**src/rtl/frag_cache_ctrl.sv**
```systemverilog
// Tag lookup and refill controller for the 4-bank fragment/texture line cache.
// Optional hit/miss counters are compiled in with FRAG_CACHE_STATS_EN.
module frag_cache_ctrl #(
  parameter int unsigned ADDR_W = 16,
  parameter int unsigned OFF_W  = 2
) (
  input  logic                    clk,
  input  logic                    rst,
  input  logic                    req_valid,
  input  logic [ADDR_W-1:0]       req_addr,
  output logic                    req_ready,
  input  logic [3:0]              lru,
  output logic                    read_en,
  output logic [3:0]              bank_hit,
  output logic                    rsp_valid,
  output logic [OFF_W-1:0]        rsp_offset,
  output logic                    mem_req_valid,
  input  logic                    mem_req_ready,
  output logic [ADDR_W-OFF_W-1:0] mem_req_addr,
  input  logic                    mem_rsp_valid,
  output logic [3:0]              fill_bank
`ifdef FRAG_CACHE_STATS_EN
  ,
  output logic [15:0]             hit_count,
  output logic [15:0]             miss_count
`endif
);

  localparam int unsigned TAG_W = ADDR_W - OFF_W;

  typedef enum logic [1:0] {StIdle, StLookup, StFillReq, StFillWait} state_e;

  state_e            state_q, state_d;
  logic [ADDR_W-1:0] addr_q, addr_d;
  logic [3:0]        victim_q, victim_d;
  logic [3:0]        valid_q, valid_d;
  logic [TAG_W-1:0]  tag_q [4];
  logic [TAG_W-1:0]  tag_d [4];

  logic [TAG_W-1:0]  lookup_tag;
  logic [3:0]        hit_vec;
  logic              hit;
  logic              lru_onehot;
  logic [3:0]        victim_sel;
  logic              accept;
  logic              fill_fire;

  assign lookup_tag = addr_q[ADDR_W-1:OFF_W];
  assign accept     = (state_q == StIdle) && req_valid;
  assign fill_fire  = (state_q == StFillWait) && mem_rsp_valid;

  always_comb begin
    hit_vec = '0;
    for (int i = 0; i < 4; i++) begin
      hit_vec[i] = valid_q[i] && (tag_q[i] == lookup_tag);
    end
  end

  assign hit = |hit_vec;

  // A malformed LRU vector (zero or multi-hot) falls back to bank 0.
  assign lru_onehot = (lru != 4'b0000) && ((lru & (lru - 4'd1)) == 4'b0000);

  always_comb begin
    victim_sel = 4'b0001;
    if (!valid_q[0])      victim_sel = 4'b0001;
    else if (!valid_q[1]) victim_sel = 4'b0010;
    else if (!valid_q[2]) victim_sel = 4'b0100;
    else if (!valid_q[3]) victim_sel = 4'b1000;
    else if (lru_onehot)  victim_sel = lru;
    else                  victim_sel = 4'b0001;
  end

  // State register
  always_ff @(posedge clk) begin
    if (rst) begin
      state_q <= StIdle;
    end else begin
      state_q <= state_d;
    end
  end

  // Next-state logic
  always_comb begin
    state_d = state_q;
    case (state_q)
      StIdle:     if (req_valid) state_d = StLookup;
      StLookup:   state_d = hit ? StIdle : StFillReq;
      StFillReq:  if (mem_req_ready) state_d = StFillWait;
      StFillWait: if (mem_rsp_valid) state_d = StLookup;
      default:    state_d = StIdle;
    endcase
  end

  // Datapath next-state: request latch, victim latch and tag array fill
  always_comb begin
    addr_d   = addr_q;
    victim_d = victim_q;
    valid_d  = valid_q;
    for (int i = 0; i < 4; i++) begin
      tag_d[i] = tag_q[i];
    end
    if (accept) begin
      addr_d = req_addr;
    end
    if ((state_q == StLookup) && !hit) begin
      victim_d = victim_sel;
    end
    if (fill_fire) begin
      for (int i = 0; i < 4; i++) begin
        if (victim_q[i]) begin
          valid_d[i] = 1'b1;
          tag_d[i]   = lookup_tag;
        end
      end
    end
  end

  always_ff @(posedge clk) begin
    if (rst) begin
      addr_q   <= '0;
      victim_q <= '0;
      valid_q  <= '0;
      for (int i = 0; i < 4; i++) begin
        tag_q[i] <= '0;
      end
    end else begin
      addr_q   <= addr_d;
      victim_q <= victim_d;
      valid_q  <= valid_d;
      for (int i = 0; i < 4; i++) begin
        tag_q[i] <= tag_d[i];
      end
    end
  end

  // Outputs are forced low while rst is asserted so reset wins within its own cycle.
  always_comb begin
    req_ready     = 1'b0;
    read_en       = 1'b0;
    bank_hit      = 4'b0000;
    rsp_valid     = 1'b0;
    rsp_offset    = '0;
    mem_req_valid = 1'b0;
    mem_req_addr  = '0;
    fill_bank     = 4'b0000;
    if (!rst) begin
      case (state_q)
        StIdle: req_ready = 1'b1;
        StLookup: begin
          if (hit) begin
            read_en    = 1'b1;
            rsp_valid  = 1'b1;
            bank_hit   = hit_vec;
            rsp_offset = addr_q[OFF_W-1:0];
          end
        end
        StFillReq: begin
          mem_req_valid = 1'b1;
          mem_req_addr  = lookup_tag;
        end
        StFillWait: begin
          if (mem_rsp_valid) fill_bank = victim_q;
        end
        default: ;
      endcase
    end
  end

`ifdef FRAG_CACHE_STATS_EN
  logic        retry_q, retry_d;
  logic [15:0] hit_cnt_q, hit_cnt_d;
  logic [15:0] miss_cnt_q, miss_cnt_d;

  // Lookups that follow a fill are retries and are excluded from the hit count.
  always_comb begin
    retry_d    = retry_q;
    hit_cnt_d  = hit_cnt_q;
    miss_cnt_d = miss_cnt_q;
    if (accept)    retry_d = 1'b0;
    if (fill_fire) retry_d = 1'b1;
    if (state_q == StLookup) begin
      if (hit && !retry_q && (hit_cnt_q != 16'hFFFF)) hit_cnt_d = hit_cnt_q + 16'd1;
      if (!hit && (miss_cnt_q != 16'hFFFF))           miss_cnt_d = miss_cnt_q + 16'd1;
    end
  end

  always_ff @(posedge clk) begin
    if (rst) begin
      retry_q    <= 1'b0;
      hit_cnt_q  <= '0;
      miss_cnt_q <= '0;
    end else begin
      retry_q    <= retry_d;
      hit_cnt_q  <= hit_cnt_d;
      miss_cnt_q <= miss_cnt_d;
    end
  end

  assign hit_count  = hit_cnt_q;
  assign miss_count = miss_cnt_q;
`endif

endmodule

```
**config.mk**
```make
export PLATFORM = sky130hd
export DESIGN_NAME = frag_cache_ctrl
export DESIGN_NICKNAME = d
export VERILOG_FILES = /design/src/rtl/frag_cache_ctrl.sv
export SDC_FILE = /design/constraint.sdc
export NUM_CORES = 1
export LEC_CHECK = 0
export ABC_AREA = 1
export CORE_ASPECT_RATIO = 0.9
export CORE_MARGIN = 1
export CORE_UTILIZATION = 50
export DETAILED_ROUTE_END_ITERATION = 12
export HOLD_SLACK_MARGIN = 0.12
export PLACE_DENSITY = 0.76
export SYNTH_ARGS = -nofsm -noshare
export SYNTH_HDL_FRONTEND = slang
export SYNTH_SLANG_ARGS = --single-unit
```
**constraint.sdc**
```tcl
create_clock -name clk -period 1.7 [get_ports clk]
set_clock_uncertainty 0.15 [all_clocks]
set_input_delay 0.34 -clock clk [delete_from_list [all_inputs] [get_ports clk]]
set_output_delay 0.34 -clock clk [all_outputs]
set_load 0.03 [all_outputs]
```
==> flow_summary.ini <==
[status]
outcome = finished, violations left
violations = DRC, setup timing

[placement]
dpl_cell_area_um2 = 5560
gp_congestion = 0.915
hpwl_um = 9020
port_buffers = 52
dp_slack_ns = -0.400

[drt]
ant_nets = 0
wl_um = 15400
dr.pass1.iters = 12
drt_first_iter_violations = 441
viasPerCell = 5.65
num_vias = 4966
drc_errors = 3
post_drt_wl_per_cell_um = 17.5

[sta]
clock.fmax_ghz = 0.393
drv_slew = 0
period_minus_slack_ns = 2.55
setup_ws_ns = -0.847
worst_pin_slew_ns = 0.440
period_share = 1.50
slew_headroom = 0.703
rsz0062_at_grt = yes
finalSetupViolations = 33
hold_viol = 0

[worst_setup_path]
endpoint_kind = output port
critPathMaxStageDelay_ns = 0.40
worstPathCellList = buf_4, nand2_1, nand2_1, nor2_1, nand2_1, nor2_2, nand2_4, buf_4, buf_6, nor2_4, buf_6
cp-start-kind = flip-flop
worstSetupPathType = flip-flop to output port
crit_required_ns = 1.21
crit_family = simple AND/OR/NAND/NOR gates
rr_startpoint = addr_q[6]$_SDFFE_PP0P_
cp_num_buf_inv = 4
rr_worst_depth = 16
slowest_stage = dfxtp_2
ff2ff_setup_slack_ns = -0.56
worst_ep_arrival_time_ns = 2.06
cp_max_fo = 7
critPathMostFrequentCell = nand2_1
startpoint = addr_q[6]$_SDFFE_PP0P_
r2r-end = state_q[1]$_SDFFE_PP0P_

[synthesis]
synth_top_family_by_area = simple AND/OR/NAND/NOR gates
synth_nets = 663
synthAdderAreaFrac = 0.0120
seq_area_frac_synth = 0.394
synth.distinct_cells = 29
yosys_most_used_dff = dfxtp_1
synth-seq-cells = 82
avgSynthCellArea_um2 = 6.58
ys_top_cells_by_count = nand2_1 (152), o21ai_0 (84), dfxtp_1 (82)
syn_area_um2 = 4170
synth_compound_area_frac = 0.203
yosys.area.top_type_share = 0.394
synth-xor-area-share = 0.0168
synth_cells = 634
synthMuxAreaShare = 0
yosysMostFrequentCell = nand2_1
synth_simple_gate_area_frac = 0.249
synth.largest_area_cell = dfxtp_1
ys_warn_count = 0
synthTopCellsByArea = dfxtp_1 (39%), nand2_1 (14%), o21ai_0 (10%), a21oi_1 (8.5%), nor2_1 (6.6%)
async_flop_share = 0
synth_edf_count = 0

[cells_and_area]
multi_input_area_um2 = 2440
antenna_cells = 0
regArea_um2 = 1700
design_area_um2 = 6460
drive_gt1_frac = 0.372
syn2layout_area_growth_pct = 54.9
fillCellCount = 455
final_nets = 804

[floorplanning]
start_util = 0.517
dieArea_um2 = 8710
die_h_um = 88.7
core_um2 = 8070
die_w_um = 98.3
ios = 53
rows = 31

[power]
power_density_nw_per_um2 = 774
power_leakage_nw = 2.67
combPwrFrac = 0.258
switching_share = 0.310
p_sw_w = 0.00155
sequentialPowerShare = 0.422
p_clk_frac = 0.320
irDropWorstVdd_v = 0.000650
power_w = 0.00500
p_int_w = 0.00345

[clock_tree]
root_buffer = clkbuf_8
clk_path_buf_depth = 2
cts_sinks = 82
cts_max_level = 3
cts_buffers = 9
clk_latency_ns = 0.36
cts_tree = built
clk_pin_slew_ns = 0.09

[worst_hold_path]
hp-start = tag_q[3][12]$_SDFFE_PP0P_
hold_depth = 2
min_to = tag_q[3][12]$_SDFFE_PP0P_
min_path_type = flip-flop to flip-flop

[global_route]
first_global_vias = 4464
antenna_found_initial = 0
track_usage = 0.324
grt_pass1_wl_um = 21600
grt_max_degree = 42
grt_overflow_total = 0

[run]
maxCapViolCount = 0
[per-stage QoR]
step / TNS [ns] / utilization / cells / hold slack [ns]
after global placement: -14.97 / 0.689 / 845 / 0.294
after floorplan: -1.38 / - / 634 / 0.286
after detailed placement: -18.42 / 0.689 / 845 / 0.300
after global routing: -16.22 / 0.801 / 879 / 0.335
final: -14.61 / 0.801 / 879 / 0.315
after CTS: -11.17 / 0.774 / 874 / 0.313
[cell families after synthesis]
family / count (synthesis)
xor+xnor: 8
simple gates: 252
flops: 82
compound gates: 167
buf+inv: 121
fa+ha+maj: 4
[power groups by stage]
stage / Clock (W) / Combinational (W) / Sequential (W)
after CTS: 0.00158 / 0.00114 / 0.00210
final: 0.00160 / 0.00129 / 0.00211
after global routing: 0.00168 / 0.00137 / 0.00212
after floorplan: 0 / 0.000645 / 0.00207
after detailed placement: 0 / 0.000999 / 0.00213
after global placement: 0 / 0.000979 / 0.00213
[routing by layer]
metal	up-vias	track usage	routed length (µm)
li1	2278	-	-
met1	2289	0.380	5780
met2	307	0.563	7340
met3	92	0.0932	1510
met4	0	0.138	760
met5	-	0	0
[worst max-delay path by stage]
stage / cells after the start / end
2_1_floorplan: 12 / rsp_valid
3_3_place_gp: 11 / rsp_offset[1]
3_5_place_dp: 11 / rsp_offset[1]
4_1_cts: 11 / rsp_offset[1]
5_1_grt: 11 / bank_hit[1]
6_report: 11 / bank_hit[1]
[worst min-delay path, stage by stage (launching register included)]
cell and delay (ns):
dfxtp_1 0.33, inv_1 0.05, a21oi_1 0.05
[cell usage in the layout (no fill, tap or decap), types with 5 or more instances in the layout]
| master | count |
|---|---|
| a21oi_1 | 71 |
| buf_12 | 8 |
| buf_4 | 85 |
| buf_6 | 49 |
| clkbuf_8 | 10 |
| clkdlybuf4s50_1 | 22 |
| dfxtp_1 | 65 |
| dfxtp_4 | 13 |
| inv_1 | 64 |
| inv_4 | 11 |
| nand2_1 | 133 |
| nand2_2 | 22 |
| nand2_4 | 6 |
| nand3_2 | 5 |
| nor2_1 | 32 |
| nor2_2 | 19 |
| nor2_4 | 25 |
| o21ai_0 | 80 |
| o21ai_1 | 9 |
[flip-flops by register name (all words and copies together) (netlist names)]
name      flops
valid_q       4
addr_q       16
tag_q        56
victim_q      4
state_q       2
[layout make-up]
type                       instances  share of cell area
clock buffer                      11              0.0219
sequential                        82               0.262
timing repair buffer             168               0.250
tap                               99              0.0192
clock inverter                     5              0.0120
multi-input combinational        431               0.378
inverter                          83              0.0560
[what timing repair did]
| action | CTS | global route |
|---|---|---|
| gates cloned | 0 | 0 |
| setup endpoints to repair | 33 | 83 |
| setup buffers | 14 | 7 |
| pin swaps | 29 | 28 |
| hold buffers | 0 | 0 |
| gates resized for setup | 108 | 53 |
No activity file was read; power rests on OpenSTA's default activity.
==> variant 1 (config.mk and constraints unchanged) <==
Change the parameter `OFF_W` from 2 to 3.
--- a/src/rtl/frag_cache_ctrl.sv
+++ b/src/rtl/frag_cache_ctrl.sv
@@ -4,3 +4,3 @@
   parameter int unsigned ADDR_W = 16,
-  parameter int unsigned OFF_W  = 2
+  parameter int unsigned OFF_W  = 3
 ) (
Ports: changed (resized mem_req_addr and rsp_offset); port bits go from 53 to 53. The function was not compared with the original's and may differ.
==> variant 1 against the original RTL <==
The flow finishes with violations (setup timing); routed wire length is 29% higher; critical path depth is 2 lower; global-route usage is 7.0 points higher; synthesized cell count is 7.1% higher; setup slack better by 19 ps; sequential cell count is 4 lower; area after synthesis is 3.4% higher; design area is 11% higher; register-to-register slack better by 20 ps.
Power is not compared: it rests on default switching activity, and its combinational part moved more than twofold at a synthesized area within 25%.
==> variant 1: results (changes against the original RTL) <==
- DRT Pass-1 Iters: 7 (-5)
- Post-Synth Adder-Cell Area: 1.16% (-0.040 points)
- Ranking of synthesized cells by area: dfxtp_1, nand2_1, o21ai_0
- # setup viols final: 41 (+24%)
- Non-Filler Instances: 1000 (+14%)
- Avg Vias per Cell: 5.87 (+4.0%)
- Global Route met2 Usage: 65.0% (+8.7 points)
- CP Max Fanout: 8 (+1)
- Nets@finish: 909 (+13%)
- 1st-iter DRT viols: 683 (+55%)
- Largest registers: tag_q (52), addr_q (16)
- Largest net degree at the start of global routing: 47 (+12%)
- Share of layout cells above drive strength 1: 41.7% (+4.5 points)
- Syn_nets: 708 (+6.8%)
- Synth cell count leaders: nand2_1, o21ai_0, nor2_1, a21oi_1, dfxtp_1
- Sequential share of the synthesized area: 36.2% (-3.2 points)
- Synth Area in XOR/XNOR: 0.812% (-0.87 points)
- Slew HR: 65.4% (-5.0 points)
- Failing checks: setup timing
- DR WL met2: 9030 µm (+23%)
- First-pass GRT wire length: 27100 µm (+26%)
- Final WS setup: -829 ps (+18.8 ps)
- Outcome: complete, but fails checks
- Number of global-route vias before repair: 5278 (+18%)
- Post-Synthesis Cells: 679 (+7.1%)
- Cells after DPL: 958 (+13%)
[variant 1: cell types whose count changed after synthesis, moves of 6 or more]
cell	unedited run	this run
nor4_1	0	6
inv_2	10	3
nor2_1	73	81
xnor2_1	8	2
nand2_1	152	173
a21oi_1	71	78
nor3_1	0	6
o21ai_1	8	1
buf_4	8	1
buf_6	4	13
nand4_1	1	10
nand3_1	10	20
[variant 1: repair_timing]
item                                    CTS  global route
resized for setup                       148            79
pin swaps                                39            29
endpoints found under the setup margin   33            65
cloned                                    1             0
setup buffers                            17            15
[variant 1: per-stage QoR]
step	setup WS [ps]	hold slack [ps]	setup TNS [ps]
2_1_floorplan	-316	285	-2540
3_3_place_gp	-510	300	-18680
3_5_place_dp	-489	307	-20270
4_1_cts	-735	321	-12070
5_1_grt	-872	351	-17400
6_report	-829	324	-16110
[variant 1: logic make-up after synthesis]
| group | count (synthesis) |
|---|---|
| adder cells (fa/ha/maj) | 4 |
| flip-flops | 78 |
| buffers and inverters | 122 |
| XOR/XNOR | 4 |
| AO/OA/AOI/OAI | 167 |
| AND/OR/NAND/NOR | 304 |
[variant 1: cell type report]
cell class	instances	area, µm²
Multi-Input combinational cell	479	2820
Timing Repair Buffer	228	2060
Sequential cell	78	1610
Fill cell	423	1020
Inverter	84	360
Tap cell	115	144
Clock buffer	10	138
Clock inverter	6	68.8
[variant 1: path summary, 6_finish.rpt]
path | start | endpoint | slack, ps | cells past startpoint
worst max-delay path | addr_q[4] | rsp_offset[1] | -830 | 9
worst min-delay path | tag_q[3][5] | tag_q[3][5] | 320 | 2
worst max register to register | tag_q[0][11] | state_q[1] | -540 | 13
worst min register to register | tag_q[3][5] | tag_q[3][5] | 320 | 2
==> variant 2 (same flow settings) <==
Made on the original files. `addr_q` no longer has a reset.
--- a/src/rtl/frag_cache_ctrl.sv
+++ b/src/rtl/frag_cache_ctrl.sv
@@ -120,3 +120,2 @@
     if (rst) begin
-      addr_q   <= '0;
       victim_q <= '0;
@@ -127,3 +126,2 @@
     end else begin
-      addr_q   <= addr_d;
       victim_q <= victim_d;
@@ -134,2 +132,6 @@
     end
+  end
+
+  always_ff @(posedge clk) begin
+    addr_q <= addr_d;
   end
Function: no difference found for any inputs over 10 cycles, from zero or initial values and one cycle with rst high; that may be too few to reach the edited logic, so the function may still have changed.
==> variant 2 against the original RTL <==
The flow finishes with violations (setup timing); clock power down 9%; critical path depth down 1; utilization down 4.9 points; design area down 6.1%; power up 18%; first-iteration DRC count down 14%; largest cell class unchanged; area after synthesis about the same; critical path type unchanged; final cell count down 5.6%; sequential share of layout area up 3.6 points; sequential cell count unchanged; setup slack worse by 53 ps; routed wire length down 15%.
==> variant 2: results (changes against the original RTL) <==
- Outcome: complete, but fails checks
- Failing checks: setup timing
- WHS Path Cells: 2 (unchanged)
- Hpwl dp: 8390 µm (-7.0%)
- Worst Hold Path EP: tag_q[2][12]
- Number of synthesized flops with an enable pin: 16 (+16)
- DR WL met2: 6500 µm (-11%)
- DRT Pass-1 Iters: 7 (-5)
- Maximum clock path buffer count: 2 (unchanged)
- Yosys warns: 0 (unchanged)
- Worst hold path class: reg -> reg
- Sequential share of the synthesized area: 43.2% (+3.8 points)
- Syn_nets: 627 (-5.4%)
- Clk slew on worst S/H paths: 90 ps (about the same)
- Routability cong.: 0.944 (+3.2%)
- Unique masters post-synth: 31 (+6.9%)
- Tot GR Track Use: 29.6% (-2.8 points)
- Clock latency at the later pin of the worst-skew pair: 370 ps
- Number of global-route vias before repair: 4153 (-7.0%)
- # setup viols final: 35 (+6.1%)
- Crit-path max cell delay: 550 ps (+150 ps)
- Hold path startpoint: tag_q[2][12]
- Worst r2r path cells: 15 (-1)
- Synth Area in XOR/XNOR: 1.68% (about the same)
- Avg Vias per Cell: 5.37 (-5.0%)
- CTS H-tree lvls: 3 (unchanged)
- Placed Area: 5300 µm² (-4.7%)
- 1st-iter DRT viols: 379 (-14%)
- Async S/R FF share, synth: 0% (unchanged)
- Peak VDD IR: 0.000556 V (-14%)
- Ranking of synthesized cells by area: dfxtp_1, nand2_1, edfxtp_1
- Data arrival, critical path: 2110 ps (+50 ps)
- Slowest cell on crit path: edfxtp_1
- Proportion of synthesized area in mux cells: 0% (unchanged)
- Leak: 2.51 nW (-6.3%)
- Nets@finish: 755 (-6.1%)
- Routed length per instance: 15.7 µm (-10%)
- Share of layout cells above drive strength 1: 31.6% (-5.6 points)
- Post-Synth Adder-Cell Area: 1.20% (about the same)
- Worst r2r src: addr_q[2]
- Synth cell count leaders: nand2_1, nor2_1, inv_1, dfxtp_1, o21ai_0
- Final WS setup: -901 ps (-53.2 ps)
- Largest registers: tag_q (56), addr_q (16)
- Met3 routed wirelength: 897 µm (-41%)
- Crit Reg-Reg Endpoint: victim_q[1]
- Fill count: 548 (+20%)
- First-pass GRT wire length: 19500 µm (-9.7%)
- Slew @ Worst Pin: 589 ps (+149 ps)
- CP Max Fanout: 5 (-2)
- Port Buffers: 52 (unchanged)
- Largest net degree at the start of global routing: 64 (+52%)
- Internal reg-to-reg setup slack: -620 ps (-60 ps)
- WL met1: 5310 µm (-8.1%)
- Compound-Gate Fraction of Synth Area: 16.2% (-4.1 points)
- Fin crit period: 2600 ps (+53.2 ps)
## variant 2: cell type report
cell class                      count  area, µm²  share of cell area, %
Clock buffer                        9        124                   2.04
Clock inverter                      7       75.1                   1.24
Inverter                           83        335                   5.53
Multi-Input combinational cell    400       2210                   36.4
Sequential cell                    82       1810                   29.8
Tap cell                           99        124                   2.04
Timing Repair Buffer              150       1390                   23.0
## variant 2: worst min-delay path: cells and delay by family (launching register included)
family          cells  cell delay [ps]
flops               1              330
buf+inv             1               50
compound gates      1               50
## variant 2: cells by family after synthesis
group | after synthesis
xor gates and xnor gates | 8
adders and majority gates | 4
and+or+nand+nor | 254
buffers and inverters | 116
DFF | 82
AOI/OAI and AO/OA | 134
## variant 2: per-layer routing
metal,GRT usage [%],up-vias
li1,-,2119
met1,35.0,2096
met2,52.2,206
met3,6.48,34
met4,14.1,0
met5,0,-
## variant 2: worst max path at each step
stage                     from       endpoint  slack [ps]  depth (start not counted)
floorplan            addr_q[9]      rsp_valid        -340                         10
global placement     addr_q[3]  rsp_offset[1]        -580                         11
detailed placement   addr_q[3]  rsp_offset[1]        -620                         11
CTS                 addr_q[11]  rsp_offset[1]        -800                         11
global route         addr_q[2]  rsp_offset[1]       -1010                         10
finish               addr_q[2]  rsp_offset[1]        -900                         10
## variant 2: report_power, final
part | internal [W] | switching [W]
Clock | 0.000689 | 0.000766
Sequential | 0.00218 | 0.000216
Combinational | 0.000906 | 0.00113
## variant 2: repair_timing
action,in CTS,in global routing
setup buffers,25,8
pin swaps,23,29
hold endpoints to repair,0,0
setup endpoints to repair,33,35
gates resized for setup,75,32
## variant 2: stage by stage
step | hold slack (ps) | setup TNS, ps | std cells
after global placement | 296 | -24130 | 786
after CTS | 316 | -12880 | 825
after detailed placement | 303 | -27070 | 786
after floorplan | 285 | -2250 | 598
final | 315 | -14800 | 830
after global routing | 333 | -16900 | 830
